**src/rtl/rx_module.sv**
```systemverilog
// UART receiver: 16x oversampled, 5..8 data bits, optional even parity,
// 1..4 stop bits, with optional FIFO push and overrun reporting.
module rx_module #(
  parameter int MAX_UART_DATA_W = 8,
  parameter int STOP_CONF_W     = 2,
  parameter int DATA_CONF_W     = 2,
  parameter int SAMPLE_COUNT_W  = 4,
  parameter int DATA_COUNTER_W  = 3,
  parameter int TOTAL_CONF_W    = STOP_CONF_W + DATA_CONF_W + 1
) (
  input  logic                       clk_i,
  input  logic                       rst_i,
  input  logic                       baud_en_i,
  input  logic                       rx_en_i,
  input  logic [TOTAL_CONF_W-1:0]    rx_conf_i,
  input  logic                       uart_rx_i,
  input  logic                       rx_fifo_en_i,
  input  logic                       rx_fifo_full_i,
  output logic [MAX_UART_DATA_W-1:0] rx_data_o,
  output logic                       rx_done_o,
  output logic                       rx_busy_o,
  output logic                       parity_err_o,
  output logic                       frame_err_o,
  output logic                       overrun_err_o,
  output logic                       rx_fifo_push_o,
  output logic [2:0]                 state_dbg
);

  // Encoding is visible on state_dbg and is part of the debug interface.
  typedef enum logic [2:0] {
    S_RESET       = 3'd0,
    S_IDLE        = 3'd1,
    S_START_CHECK = 3'd2,
    S_RECV_DATA   = 3'd3,
    S_RECV_PARITY = 3'd4,
    S_RECV_STOP   = 3'd5,
    S_DONE        = 3'd6
  } state_t;

  localparam int DATA_LSB = STOP_CONF_W + 1;
  localparam logic [SAMPLE_COUNT_W-1:0] START_CNT = SAMPLE_COUNT_W'(7);
  localparam logic [SAMPLE_COUNT_W-1:0] MID_CNT   = '1;

  state_t                      state;
  logic                        sync_q1;
  logic                        sync_q2;
  logic [SAMPLE_COUNT_W-1:0]   sample_cnt;
  logic [DATA_COUNTER_W-1:0]   bit_cnt;
  logic [STOP_CONF_W-1:0]      stop_cnt;
  logic [TOTAL_CONF_W-1:0]     conf_q;
  logic [MAX_UART_DATA_W-1:0]  data_buf;
  logic                        parity_acc;
  logic                        frame_acc;
  logic                        overrun_q;

  logic                        line;
  logic [DATA_CONF_W-1:0]      conf_data;
  logic [STOP_CONF_W-1:0]      conf_stop;
  logic                        conf_parity;
  logic [DATA_COUNTER_W-1:0]   last_bit;

  assign line        = sync_q2;
  assign conf_data   = conf_q[TOTAL_CONF_W-1:DATA_LSB];
  assign conf_stop   = conf_q[STOP_CONF_W:1];
  assign conf_parity = conf_q[0];
  assign last_bit    = DATA_COUNTER_W'(4) + DATA_COUNTER_W'(conf_data);
  assign state_dbg   = state;

  // The held overrun flag is masked so it reads 0 whenever FIFO mode is off.
  assign overrun_err_o = overrun_q & rx_fifo_en_i;

  always_ff @(posedge clk_i or posedge rst_i) begin
    if (rst_i) begin
      sync_q1 <= 1'b1;
      sync_q2 <= 1'b1;
    end else begin
      sync_q1 <= uart_rx_i;
      sync_q2 <= sync_q1;
    end
  end

  // rx_fifo_push_o is a single-cycle strobe coincident with rx_done_o; the
  // consumer must accept it in that cycle, rx_fifo_full_i being the only
  // back-pressure, sampled at Done to choose push versus overrun.
  always_ff @(posedge clk_i or posedge rst_i) begin
    if (rst_i) begin
      state          <= S_RESET;
      sample_cnt     <= '0;
      bit_cnt        <= '0;
      stop_cnt       <= '0;
      conf_q         <= '0;
      data_buf       <= '0;
      parity_acc     <= 1'b0;
      frame_acc      <= 1'b0;
      overrun_q      <= 1'b0;
      rx_data_o      <= '0;
      rx_done_o      <= 1'b0;
      rx_busy_o      <= 1'b0;
      parity_err_o   <= 1'b0;
      frame_err_o    <= 1'b0;
      rx_fifo_push_o <= 1'b0;
    end else begin
      rx_done_o      <= 1'b0;
      rx_fifo_push_o <= 1'b0;
      if (baud_en_i) begin
        case (state)
          S_RESET: begin
            if (rx_en_i) state <= S_IDLE;
          end
          S_IDLE: begin
            if (!line) begin
              state      <= S_START_CHECK;
              sample_cnt <= '0;
              conf_q     <= rx_conf_i;
              rx_busy_o  <= 1'b1;
              data_buf   <= '0;
              bit_cnt    <= '0;
              stop_cnt   <= '0;
              parity_acc <= 1'b0;
              frame_acc  <= 1'b0;
            end
          end
          S_START_CHECK: begin
            if (sample_cnt == START_CNT) begin
              sample_cnt <= '0;
              if (!line) begin
                state <= S_RECV_DATA;
              end else begin
                state     <= S_IDLE;
                rx_busy_o <= 1'b0;
              end
            end else begin
              sample_cnt <= sample_cnt + 1'b1;
            end
          end
          S_RECV_DATA: begin
            sample_cnt <= sample_cnt + 1'b1;
            if (sample_cnt == MID_CNT) begin
              data_buf[bit_cnt] <= line;
              if (bit_cnt == last_bit) begin
                bit_cnt <= '0;
                state   <= conf_parity ? S_RECV_PARITY : S_RECV_STOP;
              end else begin
                bit_cnt <= bit_cnt + 1'b1;
              end
            end
          end
          S_RECV_PARITY: begin
            sample_cnt <= sample_cnt + 1'b1;
            // Upper unreceived bits of data_buf are 0, so they do not disturb the XOR.
            if (sample_cnt == MID_CNT) begin
              parity_acc <= line ^ (^data_buf);
              state      <= S_RECV_STOP;
            end
          end
          S_RECV_STOP: begin
            sample_cnt <= sample_cnt + 1'b1;
            if (sample_cnt == MID_CNT) begin
              if (!line) frame_acc <= 1'b1;
              if (stop_cnt == conf_stop) begin
                state <= S_DONE;
              end else begin
                stop_cnt <= stop_cnt + 1'b1;
              end
            end
          end
          S_DONE: begin
            rx_done_o      <= 1'b1;
            rx_data_o      <= data_buf;
            parity_err_o   <= parity_acc;
            frame_err_o    <= frame_acc;
            rx_busy_o      <= 1'b0;
            overrun_q      <= rx_fifo_en_i & rx_fifo_full_i;
            rx_fifo_push_o <= rx_fifo_en_i & ~rx_fifo_full_i;
            state          <= rx_en_i ? S_IDLE : S_RESET;
          end
          default: state <= S_RESET;
        endcase
      end
    end
  end

endmodule

```
**config.mk**
```make
export PLATFORM = sky130hd
export DESIGN_NAME = rx_module
export DESIGN_NICKNAME = d
export VERILOG_FILES = /design/src/rtl/rx_module.sv
export SDC_FILE = /design/constraint.sdc
export NUM_CORES = 1
export LEC_CHECK = 0
export CORE_ASPECT_RATIO = 1.75
export CORE_MARGIN = 3
export CORE_UTILIZATION = 49
export CTS_CLUSTER_SIZE = 10
export DETAILED_ROUTE_END_ITERATION = 16
export HOLD_SLACK_MARGIN = 0.06
export PLACE_DENSITY_LB_ADDON = 0.05
export SYNTH_ARGS = -nofsm -noshare
export SYNTH_HDL_FRONTEND = slang
export SYNTH_SLANG_ARGS = --single-unit
```
**constraint.sdc**
```tcl
create_clock -name clk_i -period 1.8 [get_ports clk_i]
set_clock_uncertainty 0.1 [all_clocks]
set_input_delay 0.27 -clock clk_i [delete_from_list [all_inputs] [get_ports clk_i]]
set_output_delay 0.27 -clock clk_i [all_outputs]
set_load 0.02 [all_outputs]
```
==> results_dict.tcl, run 1 <==
set metrics [dict create \
    start_util 0.5158 \
    fp-row-count 31 \
    path_buf_inv 0 \
    port-buffer-count 28 \
    crit_required_ns 1.89 \
    finalCritPeriodShare 1.052 \
    die_area_um2 5274 \
    synth_top_area_cell "dfrtp_1" \
    ys.flop_type "dfrtp_1" \
    grt_pass1_vias 1803 \
    fmax_ghz 0.5280 \
    globalplace.congestion 0.8474 \
    critPathKind "reg -> reg" \
    seqCellArea_um2 1082 \
    max_stage_delay_ns 0.56 \
    multiInputGateArea_um2 1124 \
    status "finished with violations" \
    firstDrtPassIters 4 \
    hold_class "in -> async" \
    min_period_ns 1.894 \
    peakVddDrop_v 0.0009322 \
    drive_above_1_share 0.2667 \
    synth_top_area_share 0.4748 \
    grt_setup_unrepaired "true" \
    grt.total_usage 0.1929 \
    worst_pin_slew_ns 0.5313 \
    postCtsHoldBufs 0 \
    die_h_um 93.85 \
    leakagePower_nw 1.337 \
    crit_path_end_kind "register" \
    ys.warnings.count 0 \
    avgSynthCellArea_um2 9.519 \
    total_power_mw 3.598 \
    syn-cell-area_um2 2161 \
    drc 0 \
    cpLargestDelayFamily "flip-flops" \
    fin_nets 298 \
    yosys-top-cells-area "dfrtp_1, nand2_1, xnor2_1" \
    grt_start_max_net_pins 44 \
    grt_pass1_wl_um 7990 \
    fin_ws_ns -0.09403 \
    asyncSetResetFlopFracSynth 1.000 \
    core_um2 4189 \
    cp_max_fo 3 \
    p_per_area_nw_per_um2 1229 \
    violations "negative setup slack" \
    drv_slew 0 \
    ys_seq_elements 43 \
    cts_tree "done" \
    setup_viol 2 \
    setup_tns_ns -0.1400 \
    relSlewSlack 0.6446 \
    reg2reg_from "line" \
    area_growth_pct 35.55 \
    antenna_cells 0 \
    antenna_found_initial 0 \
    boundaryPins 29 \
    setup.worst_path.start_class "register" \
    clockRootBuffer "clkbuf_8" \
    cp.arrival_ns 1.98 \
    syn_inst 227 \
    startpoint "line" \
    synth_edf_count 0 \
    hpwl_um 3614 \
    path_cells "nor2b_4, or4_1, o2111a_1, o21a_1, mux2_4" \
    vias_per_cell 5.413 \
    cts_inserted_buffers 5 \
    finalHoldViolCount 0 \
    die_x_um 56.20 \
    yosysSeqAreaShare 0.4991 \
    syn_nets 241 \
    drt.antenna.violating_nets 0 \
    drtIter0Drc 40 \
    cap_viol_max_count 0 \
    yosysUniqueCellTypes 49 \
    cts_buffer_depth 2 \
    n_fill_cell 338 \
    crit_slowest_cell "dfstp_2" \
    htree_num_levels 2 \
    grt.overflow.total 0 \
    numClockSinks 43 \
    wl_per_cell_um 14.51 \
    wl_um 4845 \
    vias 1808 \
    clk_pin_slew_ns 0.08 \
    clock_latency_ns 0.30 \
]
## tightest hold or removal path: cells and delay by family
family	cells	cell delay, ns
buffers and inverters	3	0.73
## state kept, by name (all words and copies together) (netlist names), 2 cells and up
| signal | cells |
|---|---|
| data_buf | 8 |
| state_dbg | 3 |
| bit_cnt | 3 |
| sample_cnt | 4 |
| conf_q | 5 |
| stop_cnt | 2 |
| rx_data_o | 8 |
## metrics by stage
step             util  cells  hold slack [ns]  area [µm²]  setup WS [ns]
2_1_floorplan       -    227           0.1745        2182       -0.05113
3_3_place_gp   0.6467    324           0.2478        2709        -0.3194
3_5_place_dp   0.6467    324           0.2481        2709        -0.3427
4_1_cts        0.6714    333           0.2342        2813        -0.1006
5_1_grt        0.6992    334           0.2651        2929        -0.1505
6_report       0.6992    334           0.2315        2929       -0.09403
## synthesized netlist by cell type (all sizes together) (5+ instances only)
| library cell | count |
|---|---|
| nand2 | 46 |
| dfrtp | 41 |
| o21ai | 20 |
| nor2 | 13 |
| xnor2 | 9 |
| inv | 8 |
| mux2 | 8 |
| a21oi | 7 |
| buf | 6 |
| clkbuf | 5 |
| nand2b | 5 |
## layout make-up
class	instances	area share
Clock buffer	6	0.02478
Clock inverter	2	0.004272
Inverter	8	0.01025
Multi-Input combinational cell	165	0.3836
Sequential cell	43	0.3695
Tap cell	49	0.02093
Timing Repair Buffer	61	0.1867
## layout by cell type, fill, tap and decap left out, drive strengths merged, types with 2 or more instances in the layout
cell type | synthesis | routed
nand2b | 5 | 5
a21boi | 2 | 2
nor3 | 4 | 4
clkdlybuf4s50 | 0 | 24
dfstp | 2 | 2
a21oi | 7 | 7
nor4 | 2 | 2
xnor2 | 9 | 9
dfrtp | 41 | 41
clkbuf | 5 | 6
o21ai | 20 | 20
nand2 | 46 | 46
inv | 8 | 8
nor2 | 13 | 13
dlygate4sd2 | 0 | 4
mux2 | 8 | 8
xor2 | 3 | 3
nand3 | 4 | 4
mux2i | 2 | 2
a22o | 2 | 2
nor2b | 4 | 4
a31oi | 4 | 4
nand4 | 2 | 2
ha | 2 | 2
a32o | 2 | 2
o31ai | 4 | 4
o21a | 2 | 2
a21o | 2 | 2
buf | 6 | 33
## per-layer routing
metal / vias to the layer above / part of all wire / global-route usage
li1: 903 / - / -
met4: 0 / 0.040 / 0.1248
met1: 857 / 0.38 / 0.1970
met2: 35 / 0.55 / 0.3555
met5: - / 0 / 0
met3: 13 / 0.026 / 0.02889
## final timing paths
check | slack (ns) | depth (start not counted) | endpoint
max | -0.09 | 5 | state_dbg[0]
min | 0.23 | 3 | rx_fifo_push_o
max reg2reg | -0.09 | 5 | state_dbg[0]
min reg2reg | 0.26 | 0 | line
max in group asynchronous | 1.10 | 3 | line
min in group clk_i | 0.26 | 0 | line
## what timing repair did
| action | CTS | global route |
|---|---|---|
| cloned | 0 | 0 |
| gates resized for setup | 9 | 28 |
| pin swaps | 4 | 4 |
| setup endpoints to repair | 12 | 16 |
| setup buffers | 1 | 1 |
## report_power, final
| part | internal [mW] | total [mW] | switching (mW) | leakage (nW) |
|---|---|---|---|---|
| Clock | 0.271 | 0.596 | 0.325 | 0.0412 |
| Combinational | 0.793 | 1.65 | 0.857 | 0.725 |
| Sequential | 1.17 | 1.35 | 0.185 | 0.571 |
| Total | 2.23 | 3.60 | 1.37 | 1.34 |
## cell families (layout without fill, tap and decap cells)
logic type	Yosys count	after routing	synth area share
compound gates	53	53	0.1615
xor+xnor	12	12	0.04864
fa+ha+maj	2	2	0.01158
buf+inv	19	77	0.03590
flops	43	43	0.4991
mux	10	10	0.05269
simple gates	88	88	0.1905
(Power assumes the default switching activity.)
==> inputs of run 2 (changes only) <==
--- a/config.mk
+++ b/config.mk
@@ -5,9 +5,11 @@
 export SDC_FILE = /design/constraint.sdc
 export NUM_CORES = 1
 export LEC_CHECK = 0
+export ABC_AREA = 1
+export CAP_MARGIN = 0
 export CORE_ASPECT_RATIO = 1.75
 export CORE_MARGIN = 3
-export CORE_UTILIZATION = 49
+export CORE_UTILIZATION = 50
 export CTS_CLUSTER_SIZE = 10
 export DETAILED_ROUTE_END_ITERATION = 16
 export HOLD_SLACK_MARGIN = 0.06
==> run 2 against run 1 <==
Compared with the run above: the flow now finishes without violations; critical path type is now reg -> out; largest cell class is now flip-flops and latches; utilization down 6.6 points; register-to-register slack improved by 0.26 ns; synthesized cell count up 33%.
==> results_dict.tcl, run 2 <==
set metrics [dict create \
    yosysUniqueCellTypes 31 \
    drv_slew 0 \
    clockRootBuffer "clkbuf_8" \
    crit_slowest_cell "clkdlybuf4s50_1" \
    reg2reg_depth 10 \
    synth_edf_count 0 \
    worst-r2r-setup-slack_ns 0.17 \
    firstDrtPassIters 4 \
    grt.overflow.total 0 \
    drt.antenna.violating_nets 0 \
    yosysSeqAreaShare 0.4698 \
    die_area_um2 5473 \
    cpLargestDelayFamily "buffers and inverters" \
    final_common_cell "nand2_1" \
    clock_latency_ns 0.30 \
    ys_seq_elements 43 \
    fin_ws_ns 0.1623 \
    cp_max_fo 2 \
    area_growth_pct 21.53 \
    antenna_cells 0 \
    p_per_area_nw_per_um2 1265 \
    grt_start_max_net_pins 44 \
    status "finished clean" \
    synth_top_area_share 0.4469 \
    setup_viol 0 \
    postCtsHoldBufs 0 \
    synth_top_area_cell "dfrtp_1" \
    min_period_ns 1.638 \
    grt.total_usage 0.1963 \
    numClockSinks 43 \
    n_fill_cell 396 \
    ys.warnings.count 0 \
    cap_viol_max_count 0 \
    crit_path_end_kind "primary output" \
    grt_pass1_wl_um 8390 \
    core_um2 4404 \
    regToRegEndpoint "data_buf[1]" \
    yosys-top-cells-area "dfrtp_1, nand2_1, nand3_1" \
    syn-cell-area_um2 2296 \
    cts_tree "done" \
    drive_above_1_share 0.1520 \
    wl_um 4784 \
    fin_nets 355 \
    htree_num_levels 2 \
    final_cell_mix "nand2_1, dfrtp_1, clkdlybuf4s50_1, inv_1, nor2_1" \
    seqCellArea_um2 1080 \
    drtIter0Drc 59 \
    top_regs "data_buf: 8 flops, rx_data_o: 8 flops, conf_q: 5 flops" \
    multiInputGateArea_um2 1067 \
    crit_required_ns 1.43 \
    peakVddDrop_v 0.0008584 \
    wl_per_cell_um 12.17 \
    die_x_um 57.23 \
    reg2reg_from "sample_cnt[0]" \
    vias 1971 \
    antenna_found_initial 0 \
    max_stage_delay_ns 0.61 \
    relSlewSlack 0.7921 \
    fp-row-count 32 \
    drc 0 \
    vias_per_cell 5.015 \
    finalHoldViolCount 0 \
    cts_inserted_buffers 5 \
    hpwl_um 3676 \
    finalCritPeriodShare 0.9099 \
    ys.flop_type "dfrtp_1" \
    port-buffer-count 28 \
    syn_nets 316 \
    die_h_um 95.64 \
    grt_setup_unrepaired "false" \
    avgSynthCellArea_um2 7.602 \
    fmax_ghz 0.6106 \
    critPathKind "reg -> out" \
    clk_pin_slew_ns 0.08 \
    cp.arrival_ns 1.27 \
    path_buf_inv 1 \
    worst_pin_slew_ns 0.3114 \
    leakagePower_nw 1.464 \
    setup.worst_path.start_class "register" \
    synth.most_common_cell "nand2_1" \
    globalplace.congestion 0.9170 \
    total_power_mw 3.530 \
    path_cells "clkdlybuf4s50_1" \
    cts_buffer_depth 2 \
    synth_common_cells "nand2_1, dfrtp_1, nor2_1, inv_1, nand3_1" \
    hold_class "in -> async" \
    asyncSetResetFlopFracSynth 1.000 \
    start_util 0.5213 \
    syn_inst 302 \
    dpl_worst_slack_ns -0.01471 \
    boundaryPins 29 \
    grt_pass1_vias 1990 \
]
-- run 2: cell count changes in the layout (fill, tap and decap cells not counted), sizes merged, moves of 5 or more --
cell	delta
inv	+24
buf	-23
nand2	+73
mux2	-8
nor2	+18
a21oi	-7
nand3	+19
nand2b	-5
-- run 2: kinds of logic after synthesis --
kind of cell | Yosys count | synth area share
buf+inv | 38 | 0.07357
compound gates | 28 | 0.06922
fa+ha+maj | 2 | 0.01090
simple gates | 183 | 0.3461
xor+xnor | 8 | 0.03052
flops | 43 | 0.4698
-- run 2: repair_timing --
| action | CTS | global route |
|---|---|---|
| endpoints found under the setup margin | 3 | 17 |
| gates resized for setup | 3 | 10 |
| pin swaps | 0 | 1 |
| setup buffers | 0 | 1 |
-- run 2: power breakdown --
group	internal (mW)	switching, mW	leakage [nW]	total [mW]
registers	1.20	0.214	0.567	1.41
logic	0.608	0.915	0.855	1.52
clock network	0.273	0.321	0.0422	0.594
-- run 2: how the worst max path moves through the flow --
stage	from	end	slack (ns)	cells after the start
after CTS	state_dbg[1]	state_dbg[1]	0.02	1
after global placement	rx_fifo_en_i	overrun_err_o	0.001	4
after detailed placement	rx_fifo_en_i	overrun_err_o	-0.01	4
after global routing	sample_cnt[0]	state_dbg[1]	0.003	10
final	rx_busy_o	rx_busy_o	0.16	1
after floorplan	state_dbg[2]	sample_cnt[2]	0.20	9
-- run 2: metal layers --
| metal | wire [µm] | GRT usage | vias up |
|---|---|---|---|
| li1 | - | - | 1026 |
| met1 | 1866 | 0.2036 | 901 |
| met2 | 2643 | 0.3702 | 30 |
| met3 | 94 | 0.02846 | 14 |
| met4 | 179 | 0.1044 | 0 |
| met5 | 0 | 0 | - |
-- run 2: worst reg2reg max path, cell delays in order, from the launching register on --
cell,delay (ns)
dfrtp_1,0.38
ha_1,0.17
nand2_1,0.09
nor2_2,0.15
nor2_1,0.07
nor2_2,0.12
nand2_4,0.10
inv_6,0.12
o21ai_0,0.11
nand2_1,0.08
nand2_1,0.05
-- run 2: cell type report --
cell class                      instances  area share
Clock inverter                          1    0.001794
Tap cell                               51     0.02287
Multi-Input combinational cell        221      0.3825
Clock buffer                            7     0.02735
Timing Repair Buffer                   38      0.1327
Sequential cell                        43      0.3870
Inverter                               32     0.04574
-- run 2: metrics by stage --
step	instance area, µm²	cells	util	hold WS, ns	setup TNS (ns)
6_report	2790	393	0.6335	0.2256	0
5_1_grt	2790	393	0.6335	0.2514	0
4_1_cts	2756	392	0.6259	0.2401	0
3_5_place_dp	2676	384	0.6077	0.2494	-0.01471
3_3_place_gp	2676	384	0.6077	0.2456	0
2_1_floorplan	2296	302	-	0.1745	0
